File: config.mk
export PLATFORM = sky130hd
export DESIGN_NAME = fetch_queue_flat
export DESIGN_NICKNAME = d
export VERILOG_FILES = /design/src/rtl/fetch_queue_pkg.sv /design/src/rtl/fetch_queue_if.sv /design/src/rtl/fetch_queue_beat_fifo.sv /design/src/rtl/fetch_queue.sv /design/src/flat_wrapper.sv
export SDC_FILE = /design/constraint.sdc
export NUM_CORES = 1
export LEC_CHECK = 0
export CAP_MARGIN = 20
export CORE_ASPECT_RATIO = 1.25
export CORE_UTILIZATION = 40
export DETAILED_ROUTE_END_ITERATION = 7
export PLACE_DENSITY = 0.57
export SYNTH_ARGS = -nofsm -noshare
export SYNTH_HDL_FRONTEND = slang
export SYNTH_SLANG_ARGS = --single-unit
File: constraint.sdc
create_clock -name clk -period 33.5 [get_ports clk]
set_clock_uncertainty 0.05 [all_clocks]
set_input_delay 6.7 -clock clk [delete_from_list [all_inputs] [get_ports clk]]
set_output_delay 6.7 -clock clk [all_outputs]
set_load 0.1 [all_outputs]
File: src/rtl/fetch_queue_pkg.sv
// Shared types and constants for the instruction fetch queue.
// A beat is two packed RV64 instructions plus the PC of the low word.
package fetch_pkg;

    localparam int INSTR_W = 32;
    localparam int BEAT_W  = 64;
    localparam int PC_W    = 64;

    localparam logic [INSTR_W-1:0] INSTR_NOP  = 32'h0000_0013;
    localparam logic [INSTR_W-1:0] INSTR_HALT = 32'h0000_0000;

    typedef struct packed {
        logic [PC_W-1:0]   pc;
        logic [BEAT_W-1:0] data;
    } fetch_beat_t;

    function automatic logic [INSTR_W-1:0] beat_word(input logic [BEAT_W-1:0] d, input logic hi);
        return hi ? d[BEAT_W-1:INSTR_W] : d[INSTR_W-1:0];
    endfunction

endpackage

File: src/rtl/fetch_queue_if.sv
// Fetch-side beat bus, decode-side instruction bus and redirect/status lines.
// master = fetch/decode/redirect environment, slave = the queue.
interface fetch_queue_if #(
    parameter int DEPTH      = 8,
    parameter int ADDR_WIDTH = 64
);
    import fetch_pkg::*;

    logic                    beat_valid;
    logic                    beat_ready;
    logic [BEAT_W-1:0]       beat_data;
    logic [ADDR_WIDTH-1:0]   beat_pc;
    logic                    instr_valid;
    logic                    instr_ready;
    logic [INSTR_W-1:0]      instr;
    logic [ADDR_WIDTH-1:0]   instr_pc;
    logic                    flush;
    logic [ADDR_WIDTH-1:0]   flush_pc;
    logic                    halted;
    logic [$clog2(DEPTH):0]  level;

    modport master (
        output beat_valid, beat_data, beat_pc, instr_ready, flush, flush_pc,
        input  beat_ready, instr_valid, instr, instr_pc, halted, level
    );

    modport slave (
        input  beat_valid, beat_data, beat_pc, instr_ready, flush, flush_pc,
        output beat_ready, instr_valid, instr, instr_pc, halted, level
    );

endinterface

File: src/rtl/fetch_queue_beat_fifo.sv
// Circular buffer of DEPTH fetch beats with push/pop/clear and an occupancy count.
// The caller never pushes when full nor pops when empty.
module beat_fifo
    import fetch_pkg::*;
#(
    parameter int DEPTH = 8
) (
    input  logic                   clk,
    input  logic                   reset,
    input  logic                   push_i,
    input  fetch_beat_t            wdata_i,
    input  logic                   pop_i,
    input  logic                   clear_i,
    output fetch_beat_t            head_o,
    output logic [$clog2(DEPTH):0] count_o
);
    localparam int PW = $clog2(DEPTH);

    fetch_beat_t    mem_q [DEPTH];
    logic [PW-1:0]  wr_ptr_q, wr_ptr_d;
    logic [PW-1:0]  rd_ptr_q, rd_ptr_d;
    logic [PW:0]    count_q, count_d;

    // Pointers wrap naturally because DEPTH is a power of two.
    always_comb begin
        wr_ptr_d = wr_ptr_q;
        rd_ptr_d = rd_ptr_q;
        count_d  = count_q;
        if (clear_i) begin
            wr_ptr_d = '0;
            rd_ptr_d = '0;
            count_d  = '0;
        end else begin
            if (push_i) wr_ptr_d = wr_ptr_q + PW'(1);
            if (pop_i)  rd_ptr_d = rd_ptr_q + PW'(1);
            case ({push_i, pop_i})
                2'b10:   count_d = count_q + (PW+1)'(1);
                2'b01:   count_d = count_q - (PW+1)'(1);
                default: count_d = count_q;
            endcase
        end
    end

    always_ff @(posedge clk or negedge reset) begin
        if (!reset) begin
            wr_ptr_q <= '0;
            rd_ptr_q <= '0;
            count_q  <= '0;
        end else begin
            wr_ptr_q <= wr_ptr_d;
            rd_ptr_q <= rd_ptr_d;
            count_q  <= count_d;
        end
    end

    always_ff @(posedge clk) begin
        if (push_i && !clear_i) mem_q[wr_ptr_q] <= wdata_i;
    end

    assign head_o  = mem_q[rd_ptr_q];
    assign count_o = count_q;

endmodule

File: src/rtl/fetch_queue.sv
// Fetch-to-decode decoupling queue: 64-bit beats in, one 32-bit instruction per cycle out.
// Define FETCH_QUEUE_TRACE_EN for a simulation-only dequeue/halt trace.
module fetch_queue
    import fetch_pkg::*;
#(
    parameter int DEPTH      = 8,
    parameter int ADDR_WIDTH = 64
) (
    input logic          clk,
    input logic          reset,
    fetch_queue_if.slave bus
);
    localparam int CW = $clog2(DEPTH) + 1;

    fetch_beat_t            head;
    fetch_beat_t            wbeat;
    logic [CW-1:0]          count;
    logic                   push, deq, pop;
    logic                   nonempty, head_zero;
    logic [INSTR_W-1:0]     head_word;
    logic [ADDR_WIDTH-1:0]  head_pc;
    logic                   half_q, half_d;
    logic                   skip_lo_q, skip_lo_d;
    logic                   halted_q, halted_d;

    assign wbeat = '{pc: PC_W'(bus.beat_pc), data: bus.beat_data};

    beat_fifo #(.DEPTH(DEPTH)) u_fifo (
        .clk     (clk),
        .reset   (reset),
        .push_i  (push),
        .wdata_i (wbeat),
        .pop_i   (pop),
        .clear_i (bus.flush),
        .head_o  (head),
        .count_o (count)
    );

    assign nonempty  = (count != '0);
    assign head_word = beat_word(head.data, half_q);
    assign head_pc   = ADDR_WIDTH'(head.pc) + (half_q ? ADDR_WIDTH'(4) : '0);
    assign head_zero = nonempty && (head_word == INSTR_HALT);

    // Head is forced to zero when empty so storage contents never leak out.
    assign bus.instr       = nonempty ? head_word : '0;
    assign bus.instr_pc    = nonempty ? head_pc   : '0;
    assign bus.instr_valid = nonempty && !halted_q && !bus.flush && !head_zero;
    assign bus.beat_ready  = (count != CW'(DEPTH)) && !bus.flush && !halted_q;
    assign bus.halted      = halted_q;
    assign bus.level       = count;

    assign push = bus.beat_valid && bus.beat_ready;
    assign deq  = bus.instr_valid && bus.instr_ready;
    assign pop  = deq && half_q;

    // A skipped low word can only apply to the first beat after a flush, which
    // lands in an empty queue, so it can never collide with a dequeue.
    always_comb begin
        half_d    = half_q;
        skip_lo_d = skip_lo_q;
        halted_d  = halted_q;
        if (bus.flush) begin
            half_d    = 1'b0;
            skip_lo_d = bus.flush_pc[2];
            halted_d  = 1'b0;
        end else begin
            if (deq) half_d = !half_q;
            if (push && skip_lo_q) begin
                half_d    = 1'b1;
                skip_lo_d = 1'b0;
            end
            if (head_zero) halted_d = 1'b1;
        end
    end

    always_ff @(posedge clk or negedge reset) begin
        if (!reset) begin
            half_q    <= 1'b0;
            skip_lo_q <= 1'b0;
            halted_q  <= 1'b0;
        end else begin
            half_q    <= half_d;
            skip_lo_q <= skip_lo_d;
            halted_q  <= halted_d;
        end
    end

`ifdef FETCH_QUEUE_TRACE_EN
    always_ff @(posedge clk) begin
        if (reset && deq) $display("%h: %h", bus.instr_pc, bus.instr);
        if (reset && halted_d && !halted_q) $display("fetch_queue halted at %h", head_pc);
    end
`else
`endif

endmodule

File: src/flat_wrapper.sv
// flat-port wrapper written by rule: the top's interface ports become plain ports
module fetch_queue_flat import fetch_pkg::*;
#(
    parameter int DEPTH      = 8,
    parameter int ADDR_WIDTH = 64
)
  (clk, reset, bus_beat_valid, bus_beat_data, bus_beat_pc, bus_instr_ready, bus_flush, bus_flush_pc, bus_beat_ready, bus_instr_valid, bus_instr, bus_instr_pc, bus_halted, bus_level);
  fetch_queue_if #(.DEPTH(DEPTH), .ADDR_WIDTH(ADDR_WIDTH)) bus_i ();
  input logic clk;
  input logic reset;
  input wire logic [$bits(bus_i.beat_valid)-1:0] bus_beat_valid;
  input wire logic [$bits(bus_i.beat_data)-1:0] bus_beat_data;
  input wire logic [$bits(bus_i.beat_pc)-1:0] bus_beat_pc;
  input wire logic [$bits(bus_i.instr_ready)-1:0] bus_instr_ready;
  input wire logic [$bits(bus_i.flush)-1:0] bus_flush;
  input wire logic [$bits(bus_i.flush_pc)-1:0] bus_flush_pc;
  output wire logic [$bits(bus_i.beat_ready)-1:0] bus_beat_ready;
  output wire logic [$bits(bus_i.instr_valid)-1:0] bus_instr_valid;
  output wire logic [$bits(bus_i.instr)-1:0] bus_instr;
  output wire logic [$bits(bus_i.instr_pc)-1:0] bus_instr_pc;
  output wire logic [$bits(bus_i.halted)-1:0] bus_halted;
  output wire logic [$bits(bus_i.level)-1:0] bus_level;
  assign bus_i.beat_valid = bus_beat_valid;
  assign bus_i.beat_data = bus_beat_data;
  assign bus_i.beat_pc = bus_beat_pc;
  assign bus_i.instr_ready = bus_instr_ready;
  assign bus_i.flush = bus_flush;
  assign bus_i.flush_pc = bus_flush_pc;
  assign bus_beat_ready = bus_i.beat_ready;
  assign bus_instr_valid = bus_i.instr_valid;
  assign bus_instr = bus_i.instr;
  assign bus_instr_pc = bus_i.instr_pc;
  assign bus_halted = bus_i.halted;
  assign bus_level = bus_i.level;
  fetch_queue #(.DEPTH(DEPTH), .ADDR_WIDTH(ADDR_WIDTH)) u_core (.clk(clk), .reset(reset), .bus(bus_i));
endmodule
==> impl_metrics.ini <==
[final_layout]
final_cells = 3643
drive_above_1_share = 0.219
final_nets = 2430
area_growth_syn_to_layout_pct = 17.3

[route]
drt_iter0_markers = 1427
ant_nets = 0
vias = 19945
drc = 0
drtPass1Iterations = 5
vias_per_cell = 5.47
wl_um = 98000
wl_per_cell_um = 26.9

[yosys]
yosysSeqAreaShare = 0.751
syn_avg_cell_area_um2 = 21.3
syn_inst = 1940
synth_top_family_by_area = multiplexers
synth-simple-area-share = 0.0366
synthDistinctLibCells = 64
ys_warn_count = 0
synth.cell_area_um2 = 41400
synth_compound_area_frac = 0.0225
async_flop_share = 0.0125
synth.largest_area_cell = edfxtp_1
ys.flop_type = edfxtp_1
synth_nets = 2144
ys_top_cells_by_area = edfxtp_1 74%, mux4_2 13%, mux2i_1 1.4%
synth_edf_count = 1024
synth_top_area_frac = 0.743
synthXorXnorAreaFrac = 0.0119
synth_mux_area_frac = 0.158
synth-adder-area-share = 0.00230
ys_ff_latch = 1037

[worst_setup_path]
startpoint_type = input pin
path_delay_family = buffers and inverters
cp_num_buf_inv = 2
slowest_stage = clkdlybuf4s50_1
path_max_fanout = 16
cpMostUsedCell = clkdlybuf4s50_1
cpPeakStageDelay_ns = 1.15
worst_ep_arrival_time_ns = 9.12
crit_type = in -> out
worst-endpoint-required_ns = 26.75
cp-end-kind = output port
crit_path_cell_trace = clkdlybuf4s50_1, nor2_1, o41a_1, clkdlybuf4s50_1

[clock_tree]
clock_latency_ns = 0.70
post-cts-setup-buffer-count = 0
clock_sinks = 1037
cts_root_buffer = clkbuf_16
cts_made_buffers = 104
cts-hold-fix-buffers = 0
cts_tree = yes
cts.clk_slew.worst_paths_ns = 0.06
cts_resized = 0
cts_buffer_depth = 3
htree_levels = 3

[global_route]
antenna_found_initial = 17
grt_max_degree = 120
grt_remaining_overflow = 0
grt_pass1_vias = 21167
gr-usage-all-layers = 0.189
grt_pass1_wl_um = 143000

[sta]
setup_tns_ns = 0
fin_crit_sh = 0.474
rsz0062_at_grt = no
maxSlewViolCount = 0
hold_violations = 0
clock.fmax_ghz = 0.0630
max_slew.worst_pin.slew_ns = 1.12
setup_viol = 0
max-slew-margin-rel = 0.254
fin_crit_ns = 15.87

[flow_run]
maxCapViolCount = 0

[power]
power_density_nw_per_um2 = 65.3
p_leak_nw = 14.7
peakVddDrop_mv = 0.0548

[min_path]
hp-class = reg -> reg

[placement]
dpl.cell_count = 3450
place.gp.congestion = 0.748
hpwl_um = 54400
port_buffers = 236

[floorplanning]
io_pins = 300
num_rows = 131
core_area_um2 = 102000
fp.dieW_um = 290
start_util = 0.405
dieArea_um2 = 105000
die_h_um = 362

[outcome]
status = completed
[cells by family after synthesis]
| group | count (synthesis) |
|---|---|
| DFF | 1037 |
| muxes | 327 |
| and+or+nand+nor | 280 |
| AOI/OAI and AO/OA | 132 |
| buffers and inverters | 101 |
| xor gates and xnor gates | 56 |
| adders and majority gates | 7 |
[path summary, 6_finish.rpt]
path                                            from  depth (start not counted)                         to  slack, ns
setup / recovery                           bus_flush                          4             bus_beat_ready      17.63
hold / removal                      u_core.skip_lo_q                          2              u_core.half_q       0.48
setup reg to reg           u_core.u_fifo.rd_ptr_q[0]                         15   u_core.u_fifo.count_o[3]      27.16
hold reg to reg                     u_core.skip_lo_q                          2              u_core.half_q       0.48
max in group asynchronous                      reset                          1  u_core.u_fifo.rd_ptr_q[2]      26.58
min in group asynchronous                      reset                          1   u_core.u_fifo.count_o[1]       6.36
[where the power goes]
group	leakage (nW)	total, W	internal [W]	switching [W]
logic	3.65	0.000563	0.000138	0.000425
registers	9.42	0.00146	0.00145	0.00000957
clock network	1.66	0.00115	0.000673	0.000478
total	14.7	0.00317	0.00226	0.000913
[area by class of cell]
cell class / instances / area [µm²]
fill: 8502 / 53800
sequential: 1037 / 31100
multi-input combinational: 802 / 9650
clock buffer: 126 / 2750
timing repair buffer: 278 / 2740
tap: 1330 / 1660
clock inverter: 64 / 614
inverter: 3 / 11.3
antenna: 3 / 7.51
[per-stage QoR]
step           total power [W]  utilization  area [µm²]  worst slack [ns]  hold slack (ns)
2_1_floorplan          0.00189            -       41400             11.31            0.400
3_3_place_gp           0.00205        0.441       45200             17.66            0.441
3_5_place_dp           0.00205        0.441       45200             17.63            0.457
4_1_cts                0.00321        0.474       48500             17.62            0.486
5_1_grt                0.00327        0.474       48500             17.47            0.511
6_report               0.00317        0.474       48500             17.63            0.475
[worst register-to-register path: stages, from the launching register on]
cell,delay [ns]
dfrtp_4,0.97
buf_12,0.60
buf_4,1.01
mux4_2,0.63
a22oi_1,0.26
nand2_1,0.28
nor4_1,0.48
nand4_1,0.28
nor2_4,0.39
nor3_2,0.16
ha_1,0.29
a21o_1,0.19
a21oi_1,0.19
nand3_1,0.10
mux2_2,0.29
o311ai_2,0.08
[routing by layer]
metal,global-route usage,vias to the layer above,part of all wire
li1,-,8676,-
met3,0.0426,149,0.058
met5,0,-,0.0015
met4,0.0586,24,0.023
met2,0.316,486,0.51
met1,0.245,10610,0.41
[cells in the mapped netlist, types with 4 or more instances]
| cell | n |
|---|---|
| buf_6 | 16 |
| clkbuf_1 | 24 |
| xor2_1 | 27 |
| nor4_2 | 8 |
| nand3b_1 | 10 |
| nand2_1 | 67 |
| nor2_1 | 76 |
| nor3_1 | 13 |
| nor4_1 | 10 |
| ha_1 | 6 |
| mux2i_1 | 58 |
| nand4_1 | 7 |
| mux4_2 | 243 |
| mux4_1 | 13 |
| buf_12 | 7 |
| xnor2_1 | 29 |
| nand3_1 | 27 |
| nor3_2 | 4 |
| nand2b_1 | 6 |
| a211oi_2 | 4 |
| mux2_2 | 13 |
| o21ai_0 | 8 |
| edfxtp_1 | 1024 |
| a21oi_1 | 42 |
| a22oi_2 | 6 |
| a21o_1 | 4 |
| nor2b_1 | 5 |
| and2_1 | 7 |
| a22oi_1 | 57 |
| buf_4 | 12 |
| dfrtp_1 | 13 |
| nor3b_1 | 5 |
| buf_2 | 35 |
[state kept, by name (all words and copies together) (netlist names)]
name,flops
u_core.bus.halted,1
u_core.u_fifo.count_o,4
u_core.u_fifo.wr_ptr_q,3
u_core.half_q,1
u_core.u_fifo.mem_q,1024
u_core.skip_lo_q,1
u_core.u_fifo.rd_ptr_q,3
[layout by cell type (no fill, tap or decap), types with 37 or more instances in the layout]
cell type	n
mux2i_1	58
nand2_1	67
clkbuf_16	107
edfxtp_1	1024
nor2_1	74
a22oi_1	57
a21oi_1	42
clkdlybuf4s50_1	236
buf_4	37
mux4_2	243
No activity file was read; power rests on OpenSTA's default activity.
